===== config.mk =====
export PLATFORM = sky130hd
export DESIGN_NAME = ntt_bitrev_loader
export DESIGN_NICKNAME = d
export VERILOG_FILES = /design/src/rtl/ntt_bitrev_loader.sv
export SDC_FILE = /design/constraint.sdc
export NUM_CORES = 1
export LEC_CHECK = 0
export CAP_MARGIN = 10
export CORE_MARGIN = 5
export CORE_UTILIZATION = 50
export DETAILED_ROUTE_END_ITERATION = 8
export DONT_BUFFER_PORTS = 1
export PLACE_DENSITY = 0.7
export SYNTH_ARGS = -nofsm -noshare
export SYNTH_HDL_FRONTEND = slang
export SYNTH_SLANG_ARGS = --single-unit

===== constraint.sdc =====
create_clock -name clk -period 11 [get_ports clk]
set_input_delay 2.2 -clock clk [delete_from_list [all_inputs] [get_ports clk]]
set_output_delay 2.2 -clock clk [all_outputs]
set_load 0.03 [all_outputs]

===== src/rtl/ntt_bitrev_loader.sv =====
// Purpose : serial-to-parallel loader that stores one N-point frame in
//           bit-reversed order (reduced mod MODULUS) for NTT stage 1.
// Latency : out_valid rises the cycle after the 16th accepted sample.
// Backpressure: in_ready is low while a frame is held. The frame stays
//           stable until out_ready; the handoff cycle accepts nothing.
//
// Ports:
//   clk, rst           - single clock, synchronous active-high reset
//   in_data/in_valid/in_ready    - serial coefficients, natural order
//   dout0..dout15/out_valid/out_ready - registered parallel frame
//   frame_cnt          - frames delivered, wraps modulo 256
module ntt_bitrev_loader #(
   parameter int N          = 16,   // only 16 is supported
   parameter int DATA_WIDTH = 16,
   parameter int MODULUS    = 17
) (
   input  logic                  clk,
   input  logic                  rst,
   input  logic [DATA_WIDTH-1:0] in_data,
   input  logic                  in_valid,
   output logic                  in_ready,
   output logic [DATA_WIDTH-1:0] dout0,
   output logic [DATA_WIDTH-1:0] dout1,
   output logic [DATA_WIDTH-1:0] dout2,
   output logic [DATA_WIDTH-1:0] dout3,
   output logic [DATA_WIDTH-1:0] dout4,
   output logic [DATA_WIDTH-1:0] dout5,
   output logic [DATA_WIDTH-1:0] dout6,
   output logic [DATA_WIDTH-1:0] dout7,
   output logic [DATA_WIDTH-1:0] dout8,
   output logic [DATA_WIDTH-1:0] dout9,
   output logic [DATA_WIDTH-1:0] dout10,
   output logic [DATA_WIDTH-1:0] dout11,
   output logic [DATA_WIDTH-1:0] dout12,
   output logic [DATA_WIDTH-1:0] dout13,
   output logic [DATA_WIDTH-1:0] dout14,
   output logic [DATA_WIDTH-1:0] dout15,
   output logic                  out_valid,
   input  logic                  out_ready,
   output logic [7:0]            frame_cnt
);

   localparam int KW = $clog2(N);
   localparam logic [KW-1:0]         K_LAST = KW'(N - 1);
   localparam logic [DATA_WIDTH-1:0] MOD_W  = DATA_WIDTH'(MODULUS);

   typedef enum logic {
      FILL = 1'b0,
      FULL = 1'b1
   } state_t;

   state_t                state;
   state_t                state_nxt;
   logic [KW-1:0]         k;
   logic [DATA_WIDTH-1:0] coef [N];
   logic [DATA_WIDTH-1:0] reduced;
   logic                  accept;
   logic                  deliver;

   function automatic logic [KW-1:0] bitrev(input logic [KW-1:0] x);
      logic [KW-1:0] r;
      r = '0;
      for (int i = 0; i < KW; i++) begin
         r[i] = x[KW-1-i];
      end
      return r;
   endfunction

   // Constant divisor, so this reduces to a fixed remainder network.
   assign reduced = in_data % MOD_W;
   assign accept  = in_valid & in_ready;
   assign deliver = out_valid & out_ready;

   always_comb begin
      state_nxt = state;
      in_ready  = 1'b0;
      out_valid = 1'b0;
      case (state)
         FILL: begin
            // Gated by rst so nothing looks accepted during a reset cycle.
            in_ready = ~rst;
            if (in_valid && (k == K_LAST)) begin
               state_nxt = FULL;
            end
         end
         FULL: begin
            out_valid = 1'b1;
            if (out_ready) begin
               state_nxt = FILL;
            end
         end
         default: state_nxt = FILL;
      endcase
   end

   always_ff @(posedge clk) begin
      if (rst) begin
         state     <= FILL;
         k         <= '0;
         frame_cnt <= '0;
         for (int i = 0; i < N; i++) begin
            coef[i] <= '0;
         end
      end else begin
         state <= state_nxt;
         if (accept) begin
            coef[bitrev(k)] <= reduced;
            // Wraps from N-1 to 0 exactly on the FILL-to-FULL edge.
            k <= k + KW'(1);
         end
         if (deliver) begin
            frame_cnt <= frame_cnt + 8'd1;
         end
      end
   end

   assign dout0  = coef[0];
   assign dout1  = coef[1];
   assign dout2  = coef[2];
   assign dout3  = coef[3];
   assign dout4  = coef[4];
   assign dout5  = coef[5];
   assign dout6  = coef[6];
   assign dout7  = coef[7];
   assign dout8  = coef[8];
   assign dout9  = coef[9];
   assign dout10 = coef[10];
   assign dout11 = coef[11];
   assign dout12 = coef[12];
   assign dout13 = coef[13];
   assign dout14 = coef[14];
   assign dout15 = coef[15];

endmodule

==> results of run 1 <==
## registers in the layout, summed over array words and instances, names as in the netlist
| name | flops |
|---|---|
| state | 1 |
| k | 4 |
| coef | 256 |
| frame_cnt | 8 |
## cell type report
cell class / count / share of cell area (%)
clock buffers: 36 / 5.29
multi-input cells: 715 / 30.8
flip-flops and latches: 269 / 58.5
well taps: 324 / 2.98
repair buffers: 18 / 1.27
clock inverters: 14 / 0.773
inverters: 16 / 0.442
## how the worst min path moves through the flow
stage | slack (ns) | cells past startpoint | endpoint | start
after detailed placement | 0.55 | 2 | k[1]$_SDFFE_PP0P_ | k[1]$_SDFFE_PP0P_
after global placement | 0.56 | 2 | k[1]$_SDFFE_PP0P_ | k[1]$_SDFFE_PP0P_
after global routing | 0.61 | 2 | k[1]$_SDFFE_PP0P_ | k[1]$_SDFFE_PP0P_
after floorplan | 0.52 | 2 | k[1]$_SDFFE_PP0P_ | k[1]$_SDFFE_PP0P_
after CTS | 0.57 | 2 | k[1]$_SDFFE_PP0P_ | k[1]$_SDFFE_PP0P_
final | 0.57 | 2 | k[1]$_SDFFE_PP0P_ | k[1]$_SDFFE_PP0P_
## metal layers
layer | up-vias | share of wire (%) | GRT usage [%]
met5 | - | 0 | 0
met1 | 4281 | 40 | 31.1
li1 | 3871 | - | -
met3 | 56 | 10 | 5.73
met2 | 530 | 48 | 37.4
met4 | 0 | 2.4 | 5.65
## worst max-delay path, delay by kind of cell
family                   cells  cell delay, ns
AO/OA/AOI/OAI               13            4.42
AND/OR/NAND/NOR              9            2.09
multiplexers                 2            0.55
adder cells (fa/ha/maj)      2            0.55
buffers and inverters        2            0.29
XOR/XNOR                     1            0.29
## power by group through the flow
stage	Sequential [mW]	Clock (mW)	Combinational [mW]
after global placement	1.32	0	1.13
after global routing	1.30	0.921	1.21
after floorplan	1.30	0	0.715
after CTS	1.30	0.877	1.13
after detailed placement	1.32	0	1.13
final	1.29	0.863	1.14
## logic make-up after synthesis
group | after synthesis
fa+ha+maj | 9
buf+inv | 82
simple gates | 493
flops | 269
xor+xnor | 18
mux | 15
compound gates | 180
## per-stage QoR
step | hold slack (ns) | utilization, % | setup slack, ns | instances
6_report | 0.568 | 55.7 | 0.863 | 1392
5_1_grt | 0.606 | 55.7 | 0.243 | 1392
4_1_cts | 0.568 | 55.7 | 1.00 | 1392
3_5_place_dp | 0.553 | 52.4 | 0.523 | 1342
3_3_place_gp | 0.559 | 52.4 | 0.640 | 1342
2_1_floorplan | 0.521 | - | 1.18 | 1066
## placed cells by master, fill, tap and decap left out, types with 7 or more instances in the layout
cell type / n
nor3_1: 22
nand3_1: 29
buf_4: 15
nand2b_1: 25
and3_1: 13
a211oi_1: 11
o21a_1: 8
clkbuf_1: 8
nand4_1: 10
inv_1: 15
a21oi_1: 27
nand2_1: 33
edfxtp_1: 256
o22ai_1: 8
xor2_1: 7
and2_1: 8
mux2i_1: 11
nor3_2: 12
o21ai_0: 22
clkbuf_16: 27
ha_1: 9
nor2b_1: 11
o31ai_1: 8
dfxtp_1: 13
xnor2_1: 9
nor2_1: 294
==> impl_metrics.ini, run 1 <==
[global_route]
overflow = 0
grt_pass1_wl_um = 50200
antenna_found_initial = 0
grt_max_degree = 58
grt_pass1_vias = 7832
grt_use_total_pct = 22.9

[critical_path]
reg2reg_slack_ns = 7.37
slowest_delay_ns = 0.52
crit_type = input pin to register
rr_startpoint = state$_SDFF_PP0_
reg2regPathDepth = 5
r2r-end = coef[11][2]$_SDFFCE_PN0P_
required_ns = 11.24
cp_max_fo = 16
crit_start = in_data[14]
critPathSlowestCell = o21a_2
start_kind = input pin
critPathArrivalTime_ns = 10.38
crit_path_end_kind = register
endpoint = coef[1][3]$_SDFFCE_PN0P_

[cts]
cts.clk_slew.worst_paths_ns = 0.06
cts_resized = 0
clock-root-buffer = clkbuf_16
worstSkewPairLatency_ns = 0.53
hold_buffers = 0
cts_buffers = 27
cts_max_level = 1
clock-sinks = 269
post_cts_buffers = 0
clockBufferDepth = 3
cts_tree = built

[finish]
antennaDiodeCount = 0
seq_area_um2 = 7950
design_area_um2 = 13600
fillers = 2018
multi_input_area_um2 = 4190
layout.nets = 1076
drive_above_1_share_pct = 11.0
syn2layout_area_growth_pct = 9.36

[place]
portBuffers = 0
placed_area_um2 = 12800
gp_congestion = 0.905
hpwl_um = 23300

[die]
die_area_um2 = 28100
core_um2 = 24400
io_pins = 286
start_util_pct = 51.0
die_w_um = 168
die-height_um = 168
rows = 57

[sta]
tns_ns = 0
setup_violations = 0
hold_violations = 0
rsz0062_at_grt = no
maxSlewViolCount = 0
max_freq_ghz = 0.0986
tightest_slew_ns = 1.11
relSlewSlack_pct = 26.2
skew_ns = 0.0137
final.period_utilization_pct = 92.2
layout_min_cycle_time_ns = 10.14

[status]
status = complete, no violations

[hold_path]
hp-class = register to register

[synthesis]
synth_top_area_cell = edfxtp_1
synth_enable_flop_cells = 256
synth_top_flop_cell = edfxtp_1
synth_most_common_cell = nor2_1
synth_nets = 1095
yosys-top-cells-count = nor2_1 (298), edfxtp_1 (256), clkbuf_1 (46)
synth_area_um2 = 12400
synth_top_family_by_area = simple AND/OR/NAND/NOR gates
netlist.area_leader.share_pct = 61.8
synth-xor-area-share_pct = 1.27
yosysWarningCount = 0
netlist_top_cells_area = edfxtp_1 (62%), nor2_1 (9.0%), dfxtp_1 (2.1%), clkbuf_1 (1.4%), nand2b_1 (1.3%)
async_reset_ff_share_pct = 0
synth_compound_area_share_pct = 11.3
yosys.area_share.simple_pct = 18.5
syn_avg_cell_area_um2 = 11.7
synth.area.mux_share_pct = 1.25
ys_ff_latch = 269
yosysUniqueCellTypes = 89
synth_cells = 1066
synth_adder_area_share_pct = 0.906
yosysSeqAreaShare_pct = 63.9

[pwr]
p_int_mw = 1.98
power_frac_comb_pct = 34.6
power_mw = 3.30
seqPwrFrac_pct = 39.2
leakage_nw = 4.69
p_sw_mw = 1.32
pwr_density_cell_nw_per_um2 = 243
ir_drop_v = 0.000177
swShare_pct = 40.0
pwr-share-clk_pct = 26.2

[route]
wl_per_cell_um = 24.6
firstDrtPassIters = 5
route.detailed.drc = 0
via_count = 8738
initialDrtViolationCount = 969
via_per_inst = 6.28
postRouteAntennaNets = 0
wirelength_um = 34300

[flow_run]
drv_cap = 0
Power figures use the tool's default switching activity.
==> inputs of run 2 (changes only) <==
--- a/config.mk
+++ b/config.mk
@@ -6,7 +6,7 @@
 export NUM_CORES = 1
 export LEC_CHECK = 0
 export CAP_MARGIN = 10
-export CORE_MARGIN = 5
+export CORE_MARGIN = 3
 export CORE_UTILIZATION = 50
 export DETAILED_ROUTE_END_ITERATION = 8
 export DONT_BUFFER_PORTS = 1
==> run 2 against run 1 <==
  * Combinational power hardly changed
  * Clock skew is 0.0043 ns lower
  * Worst hold slack worse by 0.0069 ns
  * Cell area is 0.25% higher
  * Critical path depth is 1 lower
  * Global-route usage is 1.7 points higher
  * Sequential share of layout area is 0.14 points lower
  * Worst setup slack worse by 0.0068 ns
  * Largest cell class unchanged
  * Largest power group unchanged
==> impl_metrics.ini, run 2 (synthesis gave the netlist of run 1 again) <==
[status]
status = complete, no violations

[cts]
clock-sinks = 269
clock-root-buffer = clkbuf_16
cts_tree = built
worstSkewPairLatency_ns = 0.53
cts_buffers = 27
post_cts_buffers = 0
cts_max_level = 1
clockBufferDepth = 3
cts.clk_slew.worst_paths_ns = 0.06

[die]
die_area_um2 = 26800
die-height_um = 164
core_um2 = 24400
rows = 57
io_pins = 286
start_util_pct = 51.0
die_w_um = 164

[global_route]
grt_pass1_wl_um = 50500
overflow = 0
antenna_found_initial = 1
grt_pass1_vias = 8104
grt_use_total_pct = 24.6
grt_max_degree = 31

[hold_path]
hold_depth = 2
hp-class = register to register

[critical_path]
crit_type = input pin to register
start_kind = input pin
reg2reg_slack_ns = 7.01
reg2regPathDepth = 4
cp_max_fo = 17
crit_path_end_kind = register
required_ns = 11.26
critPathArrivalTime_ns = 10.41

[finish]
antennaDiodeCount = 0
stdcell_count = 1391
fillers = 2027
final_common_cell = nor2_1
seq_area_um2 = 7950
drive_above_1_share_pct = 11.3
layout.nets = 1079
largestRegisters = coef x256, frame_cnt x8, k x4
syn2layout_area_growth_pct = 9.63
largest_register_ff_count = 256
final_cell_mix = nor2_1 (294), edfxtp_1 (256), nand2_1 (33)
multi_input_area_um2 = 4200
regMostFlops = coef

[pwr]
pwr-share-clk_pct = 26.3
power_mw = 3.32
leakage_nw = 4.72
pwr_density_cell_nw_per_um2 = 243
swShare_pct = 39.8
seqPwrFrac_pct = 39.0
p_sw_mw = 1.32
power_frac_comb_pct = 34.7
p_int_mw = 2.00
ir_drop_v = 0.000171

[route]
firstDrtPassIters = 6
initialDrtViolationCount = 1026
via_per_inst = 6.29
wirelength_um = 34200
wl_per_cell_um = 24.6
via_count = 8751
route.detailed.drc = 0
postRouteAntennaNets = 0

[sta]
rsz0062_at_grt = no
setup_violations = 0
hold_violations = 0
relSlewSlack_pct = 23.6
maxSlewViolCount = 0
final.period_utilization_pct = 92.2
worst_slack_ns = 0.856
layout_min_cycle_time_ns = 10.14
fin_hold_ws_ns = 0.562
max_freq_ghz = 0.0986
skew_ns = 0.00936
tns_ns = 0
tightest_slew_ns = 1.15

[place]
gp_congestion = 0.915
hpwl_um = 23400
dp.cells = 1345
place_ws_ns = 0.160
portBuffers = 0

[flow_run]
drv_cap = 0
run 2: power by group through the flow:
stage | combinational, mW | sequential [mW] | clock [mW]
3_3_place_gp | 1.14 | 1.31 | 0
2_1_floorplan | 0.715 | 1.30 | 0
4_1_cts | 1.14 | 1.30 | 0.875
5_1_grt | 1.23 | 1.30 | 0.922
3_5_place_dp | 1.13 | 1.32 | 0
6_report | 1.15 | 1.29 | 0.871
run 2: final timing paths:
kind | to | from
hold / removal | k[1]$_SDFFE_PP0P_ | k[1]$_SDFFE_PP0P_
setup / recovery | coef[2][3]$_SDFFCE_PN0P_ | in_data[12]
hold reg to reg | k[1]$_SDFFE_PP0P_ | k[1]$_SDFFE_PP0P_
setup reg to reg | coef[7][7]$_SDFFCE_PN0P_ | state$_SDFF_PP0_
run 2: final cells by class:
| type | count | area share (%) |
|---|---|---|
| Sequential cell | 269 | 58.3 |
| Multi-Input combinational cell | 715 | 30.8 |
| Clock buffer | 29 | 5.01 |
| Tap cell | 324 | 2.97 |
| Timing Repair Buffer | 21 | 1.43 |
| Clock inverter | 17 | 1.04 |
| Inverter | 16 | 0.441 |
run 2: worst max-delay path: stages:
cell,delay [ns]
or2_1,0.27
and3_1,0.24
or4_4,0.53
and3_4,0.21
o21ai_0,0.26
a21oi_1,0.13
mux2i_1,0.45
a22oi_2,0.20
o221a_2,0.35
nor3_2,0.25
a31oi_1,0.24
nor2_4,0.43
mux2_1,0.39
a22o_1,0.27
a211oi_1,0.46
a21o_1,0.16
inv_1,0.07
ha_1,0.27
o311ai_2,0.43
nand2_1,0.27
xnor2_1,0.29
ha_1,0.26
nor2b_1,0.15
nand4_1,0.19
a311oi_4,0.38
mux2i_1,0.39
o21a_2,0.54
nor3_1,0.10
run 2: what timing repair did:
| item | in CTS | in global routing |
|---|---|---|
| endpoints found under the setup margin | 0 | 76 |
| hold buffers | 0 | 0 |
| gates resized for setup | 0 | 3 |
run 2: routing by layer:
metal  global-route usage, %  vias to the layer above  part of all wire, %
met5                       0                        -                0.038
met4                    7.69                        2                  2.8
met3                    7.30                       67                   12
met2                    38.8                      540                   47
met1                    33.2                     4261                   38
li1                        -                     3881                    -
run 2: metrics by stage:
stage | cell area (µm²) | utilization, %
floorplan | 12400 | -
global placement | 12800 | 52.5
detailed placement | 12800 | 52.5
CTS | 13600 | 55.8
global route | 13600 | 55.9
finish | 13600 | 55.9
==> inputs of run 3 (changes only) <==
--- a/config.mk
+++ b/config.mk
@@ -6,7 +6,6 @@
 export NUM_CORES = 1
 export LEC_CHECK = 0
 export CAP_MARGIN = 10
-export CORE_MARGIN = 3
 export CORE_UTILIZATION = 50
 export DETAILED_ROUTE_END_ITERATION = 8
 export DONT_BUFFER_PORTS = 1
@@ -14,3 +13,4 @@
 export SYNTH_ARGS = -nofsm -noshare
 export SYNTH_HDL_FRONTEND = slang
 export SYNTH_SLANG_ARGS = --single-unit
+export TNS_END_PERCENT = 5
==> run 3 against run 2 <==
  * Flip-flop and latch count stayed put
  * Critical endpoint is now coef[15][3]$_SDFFCE_PN0P_
  * Total power down 1.2%
  * Register-to-register slack better by 0.03 ns
  * Sequential share of layout area rose by 0.13 points
  * Count of clock-buffer cells in the layout up 5
  * Largest power group unchanged
==> impl_metrics.ini, run 3 (synthesis gave the netlist of run 1 again) <==
[status]
status = complete, no violations

[critical_path]
required_ns = 11.24
critPathSlowestCell = o21a_2
cp_max_fo = 16
crit_type = input pin to register
critPathArrivalTime_ns = 10.34
slowest_delay_ns = 0.52
start_kind = input pin
crit_path_end_kind = register

[route]
wirelength_um = 32600
via_per_inst = 6.17
via_count = 8584
firstDrtPassIters = 5
route.detailed.drc = 0
initialDrtViolationCount = 843
postRouteAntennaNets = 0
wl_per_cell_um = 23.4

[sta]
layout_min_cycle_time_ns = 10.10
setup_violations = 0
tns_ns = 0
max_freq_ghz = 0.0990
relSlewSlack_pct = 36.2
rsz0062_at_grt = no
maxSlewViolCount = 0
skew_ns = 0.0182
hold_violations = 0
final.period_utilization_pct = 91.8
tightest_slew_ns = 0.957

[cts]
cts_resized = 0
cts_buffers = 27
cts.clk_slew.worst_paths_ns = 0.06
hold_buffers = 0
cts_tree = built
worstSkewPairLatency_ns = 0.53
clock-root-buffer = clkbuf_16
clock-sinks = 269
post_cts_buffers = 0
clockBufferDepth = 3
cts_max_level = 1

[die]
rows = 57
die-height_um = 160
die_w_um = 160
core_um2 = 24300
io_pins = 286
start_util_pct = 51.1
die_area_um2 = 25500

[pwr]
pwr_density_cell_nw_per_um2 = 241
ir_drop_v = 0.000154
leakage_nw = 4.70

[global_route]
gr-usage-met2_pct = 40.8
grt_pass1_wl_um = 48500
overflow = 0
antenna_found_initial = 1
grt.met3_usage_pct = 5.53
grt_use_total_pct = 24.7
grt_max_degree = 34
top_usage_layer = met2
grt.met1_usage_pct = 33.7
grt_pass1_vias = 7910

[finish]
final_common_cell = nor2_1
final_util_pct = 55.9
layout.nets = 1078
stdcell_count = 1392
drive_above_1_share_pct = 11.0
final_cell_mix = nor2_1 (294), edfxtp_1 (256), nand2_1 (33)
largestRegisters = coef x256, frame_cnt x8, k x4
largest_register_ff_count = 256
fillers = 1965
regMostFlops = coef
syn2layout_area_growth_pct = 9.39

[hold_path]
hp-class = register to register

[place]
hpwl_um = 22400
gp_congestion = 0.966
dp.cells = 1344
portBuffers = 0

[flow_run]
drv_cap = 0
-- run 3: changes by cell type in the layout (fill, tap and decap cells not counted) --
cell / delta
clkinv_4: -1
clkinv_2: -1
nor4_2: -1
inv_8: +1
nor2_4: -1
clkbuf_1: +5
diode_2: +2
nor2_2: +1
a21boi_0: +1
nor4_1: +1
a21boi_1: -1
clkinv_1: -3
buf_12: -1
inv_6: -1
-- run 3: layout make-up --
cell class	instances	area, µm²	area share [%]
antenna	2	5.00	0.0368
clock buffer	34	702	5.16
clock inverter	12	119	0.874
inverter	16	60.1	0.442
multi-input combinational	715	4190	30.8
sequential	269	7950	58.4
tap	324	405	2.98
timing repair buffer	20	175	1.29
-- run 3: power by group --
group | switching, mW | internal, mW | leakage, nW
registers | 0.118 | 1.17 | 2.75
clock network | 0.371 | 0.498 | 0.402
logic | 0.801 | 0.316 | 1.55
-- run 3: metal layers --
metal,wire length [µm],share of wire (%),up-vias
met5,0,0,-
met4,535,1.6,0
met3,3040,9.3,43
met2,15600,48,471
met1,13400,41,4210
li1,-,-,3860
-- run 3: final timing paths --
path                      from                        end  slack, ns  depth (start not counted)
max                in_data[14]  coef[15][3]$_SDFFCE_PN0P_       0.90                         28
min          k[0]$_SDFFE_PP0P_          k[0]$_SDFFE_PP0P_       0.60                          2
max reg2reg   state$_SDFF_PP0_   coef[7][7]$_SDFFCE_PN0P_       7.04                          4
min reg2reg  k[0]$_SDFFE_PP0P_          k[0]$_SDFFE_PP0P_       0.60                          2
-- run 3: worst max-delay path, delay by kind of cell --
| family | cells | cell delay (ns) |
|---|---|---|
| mux | 2 | 0.85 |
| fa+ha+maj | 2 | 0.54 |
| compound gates | 13 | 4.25 |
| simple gates | 9 | 2.11 |
| xor+xnor | 1 | 0.30 |
| buf+inv | 1 | 0.07 |
-- run 3: through the flow --
stage          worst slack (ns)  hold WS, ns  power [mW]  instance area [µm²]
6_report                  0.898        0.604        3.28                13600
4_1_cts                    1.04        0.602        3.29                13600
5_1_grt                   0.107        0.623        3.40                13600
3_5_place_dp              0.539        0.593        2.42                12800
2_1_floorplan              1.18        0.521        2.01                12400
3_3_place_gp              0.693        0.557        2.42                12800
